File: src/rtl/rps_pkg.sv
// -----------------------------------------------------------------------------
// rps_pkg
// Shared definitions for the rock-paper-scissors match controller.
//   - move codes   : 2-bit player move encoding
//   - result codes : 2-bit round outcome encoding
//   - state_t      : match controller FSM states
// -----------------------------------------------------------------------------
package rps_pkg;

  // Player move encoding
  localparam logic [1:0] MOVE_STONE    = 2'b00;
  localparam logic [1:0] MOVE_PAPER    = 2'b01;
  localparam logic [1:0] MOVE_SCISSORS = 2'b10;
  localparam logic [1:0] MOVE_INVALID  = 2'b11;

  // Round outcome encoding
  localparam logic [1:0] RES_TIE  = 2'b00;
  localparam logic [1:0] RES_P1   = 2'b01;
  localparam logic [1:0] RES_P2   = 2'b10;
  localparam logic [1:0] RES_VOID = 2'b11;

  // Match winner encoding (shares the P1/P2 codes with round results)
  localparam logic [1:0] WINNER_NONE = 2'b00;

  // Width of the COLLECT timeout counter
  localparam int TIMER_W = 10;

  typedef enum logic [2:0] {
    ST_IDLE    = 3'd0,
    ST_COLLECT = 3'd1,
    ST_JUDGE   = 3'd2,
    ST_REPORT  = 3'd3,
    ST_DONE    = 3'd4
  } state_t;

endpackage

File: src/rtl/rps_judge.sv
// -----------------------------------------------------------------------------
// rps_judge
// Pure combinational referee for one round.
// Ports:
//   p1_move  in  2  move of player 1
//   p2_move  in  2  move of player 2
//   result   out 2  RES_TIE / RES_P1 / RES_P2 / RES_VOID
// An invalid move loses to any valid move; two invalid moves void the round.
// -----------------------------------------------------------------------------
module rps_judge
  import rps_pkg::*;
(
  input  logic [1:0] p1_move,
  input  logic [1:0] p2_move,
  output logic [1:0] result
);

  always_comb begin
    result = RES_TIE;
    if (p1_move == MOVE_INVALID && p2_move == MOVE_INVALID) begin
      result = RES_VOID;
    end else if (p1_move == MOVE_INVALID) begin
      result = RES_P2;
    end else if (p2_move == MOVE_INVALID) begin
      result = RES_P1;
    end else if (p1_move == p2_move) begin
      result = RES_TIE;
    end else begin
      case ({p1_move, p2_move})
        {MOVE_STONE,    MOVE_SCISSORS},
        {MOVE_SCISSORS, MOVE_PAPER},
        {MOVE_PAPER,    MOVE_STONE}:    result = RES_P1;
        default:                        result = RES_P2;
      endcase
    end
  end

endmodule

File: src/rtl/rps_match_controller.sv
// -----------------------------------------------------------------------------
// rps_match_controller
// Runs a first-to-WIN_TARGET rock-paper-scissors match between two players.
// Parameters:
//   WIN_TARGET      round wins needed to take the match (1..15)
//   TIMEOUT_CYCLES  COLLECT cycles allowed before a forfeit (1..255)
// Ports:
//   clk, rst                 clock, synchronous active-high reset
//   start, abort             match control pulses
//   p1_move/valid/ready      P1 move handshake (p2_* likewise for P2)
//   round_result, round_done last round outcome and its one-cycle strobe
//   p1_score, p2_score       round wins in the current match
//   match_done, match_winner match finished flag and winner
//   busy                     high while a match is in progress
// All outputs are registered.
// -----------------------------------------------------------------------------
module rps_match_controller
  import rps_pkg::*;
#(
  parameter int WIN_TARGET     = 3,
  parameter int TIMEOUT_CYCLES = 255
) (
  input  logic       clk,
  input  logic       rst,
  input  logic       start,
  input  logic       abort,
  input  logic [1:0] p1_move,
  input  logic       p1_valid,
  output logic       p1_ready,
  input  logic [1:0] p2_move,
  input  logic       p2_valid,
  output logic       p2_ready,
  output logic [1:0] round_result,
  output logic       round_done,
  output logic [3:0] p1_score,
  output logic [3:0] p2_score,
  output logic       match_done,
  output logic [1:0] match_winner,
  output logic       busy
);

  localparam logic [TIMER_W-1:0] TIMEOUT_LIMIT = TIMER_W'(TIMEOUT_CYCLES);
  localparam logic [3:0]         SCORE_TARGET  = 4'(WIN_TARGET);

  state_t              state_reg;
  logic [1:0]          p1_move_reg, p2_move_reg;
  logic                p1_cap_reg, p2_cap_reg;
  logic                timed_out_reg;
  logic [TIMER_W-1:0]  timer_reg;
  logic                p1_ready_reg, p2_ready_reg;
  logic [1:0]          round_result_reg;
  logic                round_done_reg;
  logic [3:0]          p1_score_reg, p2_score_reg;
  logic                match_done_reg;
  logic [1:0]          match_winner_reg;
  logic                busy_reg;

  // Handshakes completing at this edge
  logic p1_take, p2_take;
  logic p1_cap_next, p2_cap_next;
  logic timer_expired;
  logic [1:0] judge_result;
  logic [1:0] round_result_next;

  assign p1_take     = (state_reg == ST_COLLECT) && p1_valid && p1_ready_reg;
  assign p2_take     = (state_reg == ST_COLLECT) && p2_valid && p2_ready_reg;
  assign p1_cap_next = p1_cap_reg | p1_take;
  assign p2_cap_next = p2_cap_reg | p2_take;

  // The counter holds the number of completed COLLECT cycles; it reaches the
  // limit at the edge that closes the last allowed cycle.
  assign timer_expired = (timer_reg + TIMER_W'(1)) == TIMEOUT_LIMIT;

  rps_judge u_judge (
    .p1_move (p1_move_reg),
    .p2_move (p2_move_reg),
    .result  (judge_result)
  );

  // Forfeits do not consult the referee: the present player wins outright,
  // and a round where nobody moved is void.
  always_comb begin
    round_result_next = judge_result;
    if (timed_out_reg) begin
      case ({p1_cap_reg, p2_cap_reg})
        2'b10:   round_result_next = RES_P1;
        2'b01:   round_result_next = RES_P2;
        default: round_result_next = RES_VOID;
      endcase
    end
  end

  always_ff @(posedge clk) begin
    if (rst) begin
      state_reg        <= ST_IDLE;
      p1_move_reg      <= MOVE_STONE;
      p2_move_reg      <= MOVE_STONE;
      p1_cap_reg       <= 1'b0;
      p2_cap_reg       <= 1'b0;
      timed_out_reg    <= 1'b0;
      timer_reg        <= '0;
      p1_ready_reg     <= 1'b0;
      p2_ready_reg     <= 1'b0;
      round_result_reg <= RES_TIE;
      round_done_reg   <= 1'b0;
      p1_score_reg     <= '0;
      p2_score_reg     <= '0;
      match_done_reg   <= 1'b0;
      match_winner_reg <= WINNER_NONE;
      busy_reg         <= 1'b0;
    end else begin
      round_done_reg <= 1'b0;

      if (busy_reg && abort) begin
        // Abandon the match: captured moves are dropped, scores are kept
        state_reg        <= ST_IDLE;
        p1_cap_reg       <= 1'b0;
        p2_cap_reg       <= 1'b0;
        timed_out_reg    <= 1'b0;
        timer_reg        <= '0;
        p1_ready_reg     <= 1'b0;
        p2_ready_reg     <= 1'b0;
        match_winner_reg <= WINNER_NONE;
        busy_reg         <= 1'b0;
      end else begin
        case (state_reg)
          ST_IDLE, ST_DONE: begin
            // abort alongside start suppresses the start
            if (start && !abort) begin
              p1_score_reg     <= '0;
              p2_score_reg     <= '0;
              match_winner_reg <= WINNER_NONE;
              round_result_reg <= RES_TIE;
              match_done_reg   <= 1'b0;
              busy_reg         <= 1'b1;
              state_reg        <= ST_COLLECT;
              timer_reg        <= '0;
              p1_cap_reg       <= 1'b0;
              p2_cap_reg       <= 1'b0;
              timed_out_reg    <= 1'b0;
              p1_ready_reg     <= 1'b1;
              p2_ready_reg     <= 1'b1;
            end
          end

          ST_COLLECT: begin
            if (p1_take) begin
              p1_move_reg <= p1_move;
              p1_cap_reg  <= 1'b1;
            end
            if (p2_take) begin
              p2_move_reg <= p2_move;
              p2_cap_reg  <= 1'b1;
            end
            timer_reg <= timer_reg + TIMER_W'(1);

            // A capture on the expiry cycle is counted before the timeout
            // is considered, so a late second move still gets judged.
            if (p1_cap_next && p2_cap_next) begin
              state_reg     <= ST_JUDGE;
              timed_out_reg <= 1'b0;
              p1_ready_reg  <= 1'b0;
              p2_ready_reg  <= 1'b0;
            end else if (timer_expired) begin
              state_reg     <= ST_JUDGE;
              timed_out_reg <= 1'b1;
              p1_ready_reg  <= 1'b0;
              p2_ready_reg  <= 1'b0;
            end else begin
              p1_ready_reg <= p1_ready_reg & ~p1_take;
              p2_ready_reg <= p2_ready_reg & ~p2_take;
            end
          end

          ST_JUDGE: begin
            round_result_reg <= round_result_next;
            round_done_reg   <= 1'b1;
            if (round_result_next == RES_P1 && p1_score_reg < SCORE_TARGET) begin
              p1_score_reg <= p1_score_reg + 4'd1;
            end
            if (round_result_next == RES_P2 && p2_score_reg < SCORE_TARGET) begin
              p2_score_reg <= p2_score_reg + 4'd1;
            end
            state_reg <= ST_REPORT;
          end

          ST_REPORT: begin
            if (p1_score_reg == SCORE_TARGET || p2_score_reg == SCORE_TARGET) begin
              state_reg        <= ST_DONE;
              match_done_reg   <= 1'b1;
              busy_reg         <= 1'b0;
              match_winner_reg <= (p1_score_reg == SCORE_TARGET) ? RES_P1 : RES_P2;
            end else begin
              state_reg     <= ST_COLLECT;
              timer_reg     <= '0;
              p1_cap_reg    <= 1'b0;
              p2_cap_reg    <= 1'b0;
              timed_out_reg <= 1'b0;
              p1_ready_reg  <= 1'b1;
              p2_ready_reg  <= 1'b1;
            end
          end

          default: begin
            state_reg <= ST_IDLE;
            busy_reg  <= 1'b0;
          end
        endcase
      end
    end
  end

  assign p1_ready     = p1_ready_reg;
  assign p2_ready     = p2_ready_reg;
  assign round_result = round_result_reg;
  assign round_done   = round_done_reg;
  assign p1_score     = p1_score_reg;
  assign p2_score     = p2_score_reg;
  assign match_done   = match_done_reg;
  assign match_winner = match_winner_reg;
  assign busy         = busy_reg;

endmodule
File: config.mk
export PLATFORM = sky130hd
export DESIGN_NAME = rps_match_controller
export DESIGN_NICKNAME = d
export VERILOG_FILES = /design/src/rtl/rps_pkg.sv /design/src/rtl/rps_judge.sv /design/src/rtl/rps_match_controller.sv
export SDC_FILE = /design/constraint.sdc
export NUM_CORES = 1
export LEC_CHECK = 0
export CORE_ASPECT_RATIO = 2
export CORE_UTILIZATION = 50
export CTS_CLUSTER_SIZE = 25
export DETAILED_ROUTE_END_ITERATION = 8
export HOLD_SLACK_MARGIN = 0.05
export PLACE_DENSITY = 0.74
export SYNTH_ARGS = -nofsm -noshare
export SYNTH_HDL_FRONTEND = slang
export SYNTH_SLANG_ARGS = --single-unit
File: constraint.sdc
create_clock -name clk -period 2.2 [get_ports clk]
set_input_delay 0.55 -clock clk [delete_from_list [all_inputs] [get_ports clk]]
set_output_delay 0.55 -clock clk [all_outputs]
set_load 0.01 [all_outputs]
==> results of run 1 <==
## cells in the final DEF (no fill, tap or decap), types with 5 or more instances in the layout
| cell type | n |
|---|---|
| nand2_1 | 13 |
| buf_4 | 19 |
| clkbuf_8 | 6 |
| o21ai_0 | 11 |
| clkdlybuf4s50_1 | 26 |
| nand3_1 | 5 |
| a211oi_1 | 5 |
| mux2i_1 | 7 |
| a31oi_1 | 5 |
| a21oi_1 | 25 |
| nand2b_1 | 12 |
| nor3_1 | 5 |
| dfxtp_1 | 37 |
| and2_1 | 5 |
| nor2_1 | 33 |
## worst max-delay path, stage by stage (launching register included)
cell     delay (ns)
dfxtp_1        0.34
ha_1           0.20
nand3_2        0.14
or4b_1         0.55
o311a_2        0.17
o31ai_2        0.31
nor4b_2        0.26
## power by group
| part | switching, W | internal [W] |
|---|---|---|
| Combinational | 0.000186 | 0.000169 |
| Clock | 0.000231 | 0.000249 |
| Sequential | 0.0000362 | 0.000696 |
## routing by layer
| layer | track usage | up-vias |
|---|---|---|
| met1 | 0.2665 | 886 |
| met2 | 0.4514 | 31 |
| met4 | 0.1103 | 0 |
| li1 | - | 953 |
| met5 | 0 | - |
| met3 | 0.04400 | 16 |
## per-stage QoR
| stage | hold slack [ns] | power [W] |
|---|---|---|
| 2_1_floorplan | 0.4535 | 0.0009524 |
| 3_3_place_gp | 0.4481 | 0.001099 |
| 3_5_place_dp | 0.4515 | 0.001103 |
| 4_1_cts | 0.4626 | 0.001583 |
| 5_1_grt | 0.4924 | 0.001650 |
| 6_report | 0.4628 | 0.001567 |
## final cells by class
type                       count  area [um^2]  share of cell area
sequential                    37        740.7              0.2994
timing repair buffer          45        402.9              0.1629
tap                           49        61.31             0.02479
inverter                       4        15.01            0.006070
clock buffer                   7        86.33             0.03490
multi-input combinational    185         1167              0.4719
## worst paths after layout
| kind | start | end | slack (ns) | cells after the start |
|---|---|---|---|---|
| min reg2reg | match_winner[1]$_SDFFE_PP0P_ | match_winner[1]$_SDFFE_PP0P_ | 0.46 | 2 |
| max reg2reg | timer_reg[0]$_SDFFE_PP0P_ | state_reg[1]$_SDFFE_PP0P_ | 0.16 | 6 |
| max | timer_reg[0]$_SDFFE_PP0P_ | state_reg[1]$_SDFFE_PP0P_ | 0.16 | 6 |
| min | match_winner[1]$_SDFFE_PP0P_ | match_winner[1]$_SDFFE_PP0P_ | 0.46 | 2 |
## kinds of logic (layout without fill, tap and decap cells)
group	Yosys count	count (layout)
xor+xnor	4	4
fa+ha+maj	4	4
mux	7	7
buf+inv	14	56
simple gates	97	97
flops	37	37
compound gates	73	73
==> flow_summary.toml, run 1 <==
[synth]
synthMuxAreaShare = 0.03569
synth-edff-count = 0
synthXorXnorAreaFrac = 0.01785
synth.top_cells.by_count = "dfxtp_1, nor2_1, a21oi_1"
syn_nets = 250
yosys.area.top_type_share = 0.3773
post-synth-top-count-cell = "dfxtp_1"
synth-simple-area-share = 0.2690
avgSynthCellArea_um2 = 8.318
synth_compound_area_frac = 0.2467
ys_warn_count = 0
yosysSeqAreaShare = 0.3773
synthFlopType = "dfxtp_1"
async_flop_share = 0
netlist_top_cells_area = "dfxtp_1, a21oi_1, nor2_1"
synth_top_family_by_area = "simple AND/OR/NAND/NOR gates"
synthAdderAreaFrac = 0.02549
syn_inst = 236
ys_seq_elements = 37
synth_area_um2 = 1963
yosysTopAreaCell = "dfxtp_1"
yosys.cell_types.count = 54

[cells_and_area]
fin_area_um2 = 2474
drive_gt1_frac = 0.1295
fillers = 325
nets = 292
layout.cells.non_filler = 327
num_antenna_cells = 0
area.growth.synth_to_final_pct = 26.00
largest_reg_flops = 10
postLayoutCoreUtil = 0.6713

[power]
power_density_nw_per_um2 = 633.4
p_leak_nw = 0.8840
peakVddDrop_uv = 536.0

[global_routing]
antenna_found_initial = 0
grt.total_usage = 0.2542
grt_max_degree = 20
grt_pass1_wl_um = 8045
grt.overflow.total = 0
grt_pass1_vias = 1835

[clock_tree]
clock_sinks = 37
cts_buffers = 5
clk_path_buf_depth = 2
clk-insertion-delay-late_ns = 0.28
ctsHoldBuffers = 0
ctsRootBufferMaster = "clkbuf_8"
cts.htree.levels = 2
clk_pin_slew_ns = 0.07
cts_setup_buffers = 0
cts_tree = "done"
cts_resized = 0

[timing]
period_minus_slack_ns = 2.044
final-setup-viol-count = 0
finalSetupTns_ns = 0
fin_skew_ns = 0.002398
min_period_over_period = 0.9293
worstMarginPinSlew_ns = 0.4565
rsz0062_at_grt = "false"
fmax_ghz = 0.4891
max-slew-margin-rel = 0.6931
setup_ws_ns = 0.1556
finalMaxSlewViolations = 0
hold_viol_final = 0

[setup_path]
worst_ep_required_time_ns = 2.40
cp-end-kind = "register"
worstPathArrival_ns = 2.24
start_kind = "register"
crit_type = "register to register"
critPathMaxFanout = 6

[floorplan]
die_x_um = 46.31
die_height_um = 90.62
core_area_um2 = 3685
dieArea_um2 = 4196
ios = 27
start_util = 0.5328
core.rowCount = 31

[job]
drv_cap = 0

[outcome]
status = "finished, final reports clean"

[route]
vias = 1886
drc_errors = 0
top_layer = "met4"
drtPass1Iterations = 4
wl_met2_um = 2742
postRouteAntennaNets = 0
wirelength_um = 4869
via_per_inst = 5.768
wl_met3_um = 83
wl_met1_um = 1861
drt-wirelength-per-cell_um = 14.89
drt_iter0_markers = 31

[place]
placedCellCount = 320
preCtsSetupSlack_ns = 0.09639
placed_area_um2 = 2387
gp_congestion = 0.8667
portBuffers = 26
place_hpwl_um = 3773

[min_path]
min-delay-path-class = "register to register"
Note: power is estimated with default switching activity, not from simulation.
==> run 2, diff against run 1 <==
--- a/config.mk
+++ b/config.mk
@@ -11,6 +11,7 @@
 export DETAILED_ROUTE_END_ITERATION = 8
 export HOLD_SLACK_MARGIN = 0.05
 export PLACE_DENSITY = 0.74
+export SLEW_MARGIN = 30
 export SYNTH_ARGS = -nofsm -noshare
 export SYNTH_HDL_FRONTEND = slang
 export SYNTH_SLANG_ARGS = --single-unit
==> constraint.sdc (replaced) <==
create_clock -name clk -period 2.2 [get_ports clk]
set_input_delay 0.22 -clock clk [delete_from_list [all_inputs] [get_ports clk]]
set_output_delay 0.22 -clock clk [all_outputs]
set_load 0.01 [all_outputs]
==> flow_summary.toml, run 2 (synthesized netlist as in run 1, its figures left out) <==
[job]
drv_cap = 0

[global_routing]
grt.total_usage = 0.2498
grt_pass1_vias = 1833
grt_max_degree = 20
grt_pass1_wl_um = 7879
antenna_found_initial = 0
grt.overflow.total = 0

[timing]
period_minus_slack_ns = 2.010
final-setup-viol-count = 0
hold_viol_final = 0
finalSetupTns_ns = 0
setup_ws_ns = 0.1899
min_period_over_period = 0.9137
rsz0062_at_grt = "false"
fmax_ghz = 0.4975
finalMaxSlewViolations = 0
worstMarginPinSlew_ns = 0.4508
fin_skew_ns = 0.006561
max-slew-margin-rel = 0.6969

[floorplan]
core.rowCount = 31
ios = 27
dieArea_um2 = 4196
die_height_um = 90.62
core_area_um2 = 3685
start_util = 0.5328
die_x_um = 46.31

[cells_and_area]
regArea_um2 = 743.2
final_cell_mix = "dfxtp_1, nor2_1, clkdlybuf4s50_1, a21oi_1, nand2_1"
multi_input_area_um2 = 1170
num_antenna_cells = 0
final_common_cell = "dfxtp_1"
layout.cells.non_filler = 319
nets = 284
area.growth.synth_to_final_pct = 23.20
fillers = 325
postLayoutCoreUtil = 0.6564
largest_reg_flops = 10
drive_gt1_frac = 0.1148

[setup_path]
path_buf_inv = 0
cp-end-kind = "register"
path_cells = "ha_2 -> nand3_2 -> or4b_1 -> o311a_2 -> o31ai_2 -> nor4b_2"
critPathMaxFanout = 6
critical-path-top-delay-family = "simple AND/OR/NAND/NOR gates"
cp_slowest_cell = "or4b_1"
start_kind = "register"
critical_path.max_stage_delay_ns = 0.55
crit_type = "register to register"
worstPathArrival_ns = 2.21
worst_ep_required_time_ns = 2.40

[outcome]
status = "finished, final reports clean"

[route]
drtPass1Iterations = 4
drt_iter0_markers = 44
wirelength_um = 4746
vias = 1856
drc_errors = 0
postRouteAntennaNets = 0
drt-wirelength-per-cell_um = 14.88
via_per_inst = 5.818

[clock_tree]
clk_pin_slew_ns = 0.07
clk_path_buf_depth = 2
cts_buffers = 5
clock_sinks = 37
ctsHoldBuffers = 0
cts_tree = "done"
cts.htree.levels = 2
ctsRootBufferMaster = "clkbuf_8"
clk-insertion-delay-late_ns = 0.29

[power]
peakVddDrop_uv = 619.1
power_w = 0.001544
power_density_nw_per_um2 = 638.3
p_leak_nw = 0.8405

[place]
place_hpwl_um = 3640
preCtsSetupSlack_ns = 0.1068
placedCellCount = 312
gp_congestion = 0.9090
portBuffers = 26

[min_path]
min-delay-path-class = "register to register"
==> run 2: cell types whose count changed in the layout (fill, tap and decap cells not counted), sizes merged <==
cell  before  now
buf       19   11
==> run 2: report_power, final <==
group	leakage, nW	switching (W)	internal [W]
registers	0.300	0.0000408	0.000697
logic	0.496	0.000177	0.000151
clock network	0.0443	0.000229	0.000249
==> run 2: cell type report <==
| type | count | share of cell area |
|---|---|---|
| clock buffers | 7 | 0.03570 |
| inverters | 4 | 0.006208 |
| multi-input cells | 185 | 0.4837 |
| flip-flops and latches | 37 | 0.3073 |
| well taps | 49 | 0.02535 |
| repair buffers | 37 | 0.1417 |
==> run 2: through the flow <==
stage          cell area [um^2]  hold slack, ns
2_1_floorplan              1963          0.3672
3_3_place_gp               2327          0.4497
3_5_place_dp               2327          0.4595
4_1_cts                    2414          0.4687
5_1_grt                    2419          0.4852
6_report                   2419          0.4611
==> run 2: final timing paths <==
kind	startpoint	to	slack (ns)	depth (start not counted)
worst max-delay path	timer_reg[1]$_SDFFE_PP0P_	state_reg[1]$_SDFFE_PP0P_	0.19	6
worst min-delay path	match_winner[1]$_SDFFE_PP0P_	match_winner[1]$_SDFFE_PP0P_	0.46	2
worst max register to register	timer_reg[1]$_SDFFE_PP0P_	state_reg[1]$_SDFFE_PP0P_	0.19	6
worst min register to register	match_winner[1]$_SDFFE_PP0P_	match_winner[1]$_SDFFE_PP0P_	0.46	2
==> run 2: worst reg2reg max path, cell delays in order (launching register included) <==
cell	delay, ns
dfxtp_2	0.38
ha_2	0.23
nand3_2	0.13
or4b_1	0.55
o311a_2	0.17
o31ai_2	0.23
nor4b_2	0.24
==> run 2: per-layer routing <==
layer | share of wire | vias to the layer above | GRT usage
met3 | 0.027 | 9 | 0.05000
met5 | 0 | - | 0
li1 | - | 937 | -
met2 | 0.58 | 38 | 0.4560
met4 | 0.024 | 0 | 0.1078
met1 | 0.37 | 872 | 0.2447
==> run 2: timing repair <==
item,CTS,global route
setup endpoints to repair,0,3
gates resized for setup,0,3
setup buffers,0,0
==> run 3, diff against run 2 <==
==> constraint.sdc (replaced) <==
create_clock -name clk -period 2.2 [get_ports clk]
set_input_delay 0.44 -clock clk [delete_from_list [all_inputs] [get_ports clk]]
set_output_delay 0.44 -clock clk [all_outputs]
set_load 0.01 [all_outputs]
==> flow_summary.toml, run 3 (synthesized netlist as in run 1, its figures left out) <==
[clock_tree]
cts.htree.levels = 2
cts_tree = "done"
clk_pin_slew_ns = 0.07
ctsRootBufferMaster = "clkbuf_8"
clock_sinks = 37
cts_setup_buffers = 0
cts_buffers = 5
clk-insertion-delay-late_ns = 0.29
clk_path_buf_depth = 2

[timing]
max-slew-margin-rel = 0.6861
period_minus_slack_ns = 2.016
fmax_ghz = 0.4961
rsz0062_at_grt = "false"
worstMarginPinSlew_ns = 0.4668
fin_skew_ns = 0.006701
min_period_over_period = 0.9163
hold_viol_final = 0
finalSetupTns_ns = 0
final-setup-viol-count = 0
finalMaxSlewViolations = 0

[global_routing]
grt_pass1_vias = 1801
antenna_found_initial = 0
grt.total_usage = 0.2511
grt_max_degree = 20
grt_pass1_wl_um = 7831
grt.overflow.total = 0

[setup_path]
path_buf_inv = 0
r2r_end = "state_reg[1]$_SDFFE_PP0P_"
cp_slowest_cell = "or4b_1"
critPathMaxFanout = 6
start_kind = "register"
cp-end-kind = "register"
rr_startpoint = "timer_reg[0]$_SDFFE_PP0P_"
critical_path.max_stage_delay_ns = 0.54
worstPathArrival_ns = 2.22
r2r_cells = 6
critical-path-top-delay-family = "simple AND/OR/NAND/NOR gates"
r2r_setup_slack_ns = 0.18
crit_type = "register to register"
worst_ep_required_time_ns = 2.41
path_cells = "ha_2 -> nand3_2 -> or4b_1 -> o311a_2 -> o31ai_2 -> nor4b_2"

[floorplan]
ios = 27
core_area_um2 = 3685
die_x_um = 46.31
dieArea_um2 = 4196
core.rowCount = 31
die_height_um = 90.62
start_util = 0.5328

[outcome]
status = "finished, final reports clean"

[cells_and_area]
num_antenna_cells = 0
final_cell_mix = "dfxtp_1, nor2_1, clkdlybuf4s50_1, a21oi_1, buf_4"
nets = 287
area.growth.synth_to_final_pct = 25.30
final_common_cell = "dfxtp_1"
layout.cells.non_filler = 323
postLayoutCoreUtil = 0.6676
drive_gt1_frac = 0.1314
largest_reg_flops = 10

[power]
peakVddDrop_uv = 540.4
power_density_nw_per_um2 = 648.4
p_leak_nw = 0.8654

[route]
wirelength_um = 4812
via_per_inst = 5.876
vias = 1898
drt-wirelength-per-cell_um = 14.90
drt_iter0_markers = 40
drc_errors = 0
postRouteAntennaNets = 0
drtPass1Iterations = 4

[min_path]
min_from = "match_winner[1]$_SDFFE_PP0P_"
min-delay-path-class = "register to register"
hold_depth = 2
hold_path_end = "match_winner[1]$_SDFFE_PP0P_"

[place]
gp_congestion = 0.8173
portBuffers = 26
placedCellCount = 315
place_hpwl_um = 3645

[job]
drv_cap = 0
==> run 3: cell count changes in the layout (fill, tap and decap cells not counted), sizes merged <==
cell / previous run / this run
buf: 11 / 14
clkinv: 0 / 1
==> run 3: metal layers <==
| layer | track usage | wire length (um) | vias to the layer above |
|---|---|---|---|
| met5 | 0 | 0 | - |
| met4 | 0.1324 | 157 | 0 |
| met3 | 0.04000 | 144 | 15 |
| met2 | 0.4583 | 2762 | 45 |
| met1 | 0.2403 | 1747 | 893 |
| li1 | - | - | 945 |
==> run 3: tightest hold or removal path: stages (launching register included) <==
cell,delay (ns)
dfxtp_1,0.31
nand2_1,0.05
a21oi_1,0.05
==> run 3: cell type report <==
cell class                      instances  area (um^2)
Sequential cell                        37        742.0
Multi-Input combinational cell        185         1175
Fill cell                             312         1225
Timing Repair Buffer                   40        365.4
Clock buffer                            7        96.34
Inverter                                4        15.01
Tap cell                               49        61.31
Clock inverter                          1        5.005
==> run 3: power breakdown <==
group          leakage [nW]  internal (W)  switching, W
logic                 0.511      0.000160      0.000178
clock network        0.0542      0.000283      0.000238
registers             0.300      0.000696     0.0000398
==> run 3: how the worst max path moves through the flow <==
stage / startpoint / end / slack [ns] / cells past startpoint
2_1_floorplan: timer_reg[1]$_SDFFE_PP0P_ / timed_out_reg$_SDFFE_PP0P_ / 0.30 / 6
3_3_place_gp: timer_reg[1]$_SDFFE_PP0P_ / timed_out_reg$_SDFFE_PP0P_ / 0.19 / 6
3_5_place_dp: timer_reg[1]$_SDFFE_PP0P_ / state_reg[1]$_SDFFE_PP0P_ / 0.14 / 6
4_1_cts: timer_reg[1]$_SDFFE_PP0P_ / state_reg[1]$_SDFFE_PP0P_ / 0.12 / 6
5_1_grt: timer_reg[0]$_SDFFE_PP0P_ / state_reg[1]$_SDFFE_PP0P_ / 0.03 / 6
6_report: timer_reg[0]$_SDFFE_PP0P_ / state_reg[1]$_SDFFE_PP0P_ / 0.18 / 6
==> run 3: metrics by stage <==
step | hold slack, ns | instance area [um^2] | power, W | setup WS, ns
after floorplan | 0.4535 | 1963 | 0.0009524 | 0.2956
after global placement | 0.4471 | 2350 | 0.001085 | 0.1906
after detailed placement | 0.4558 | 2350 | 0.001087 | 0.1360
after CTS | 0.4656 | 2451 | 0.001611 | 0.1178
after global routing | 0.4845 | 2460 | 0.001671 | 0.03214
final | 0.4582 | 2460 | 0.001595 | 0.1842
==> run 3: repair_timing <==
action | CTS | global route
hold buffers | 0 | 0
resized for setup | 0 | 3
setup endpoints to repair | 0 | 4
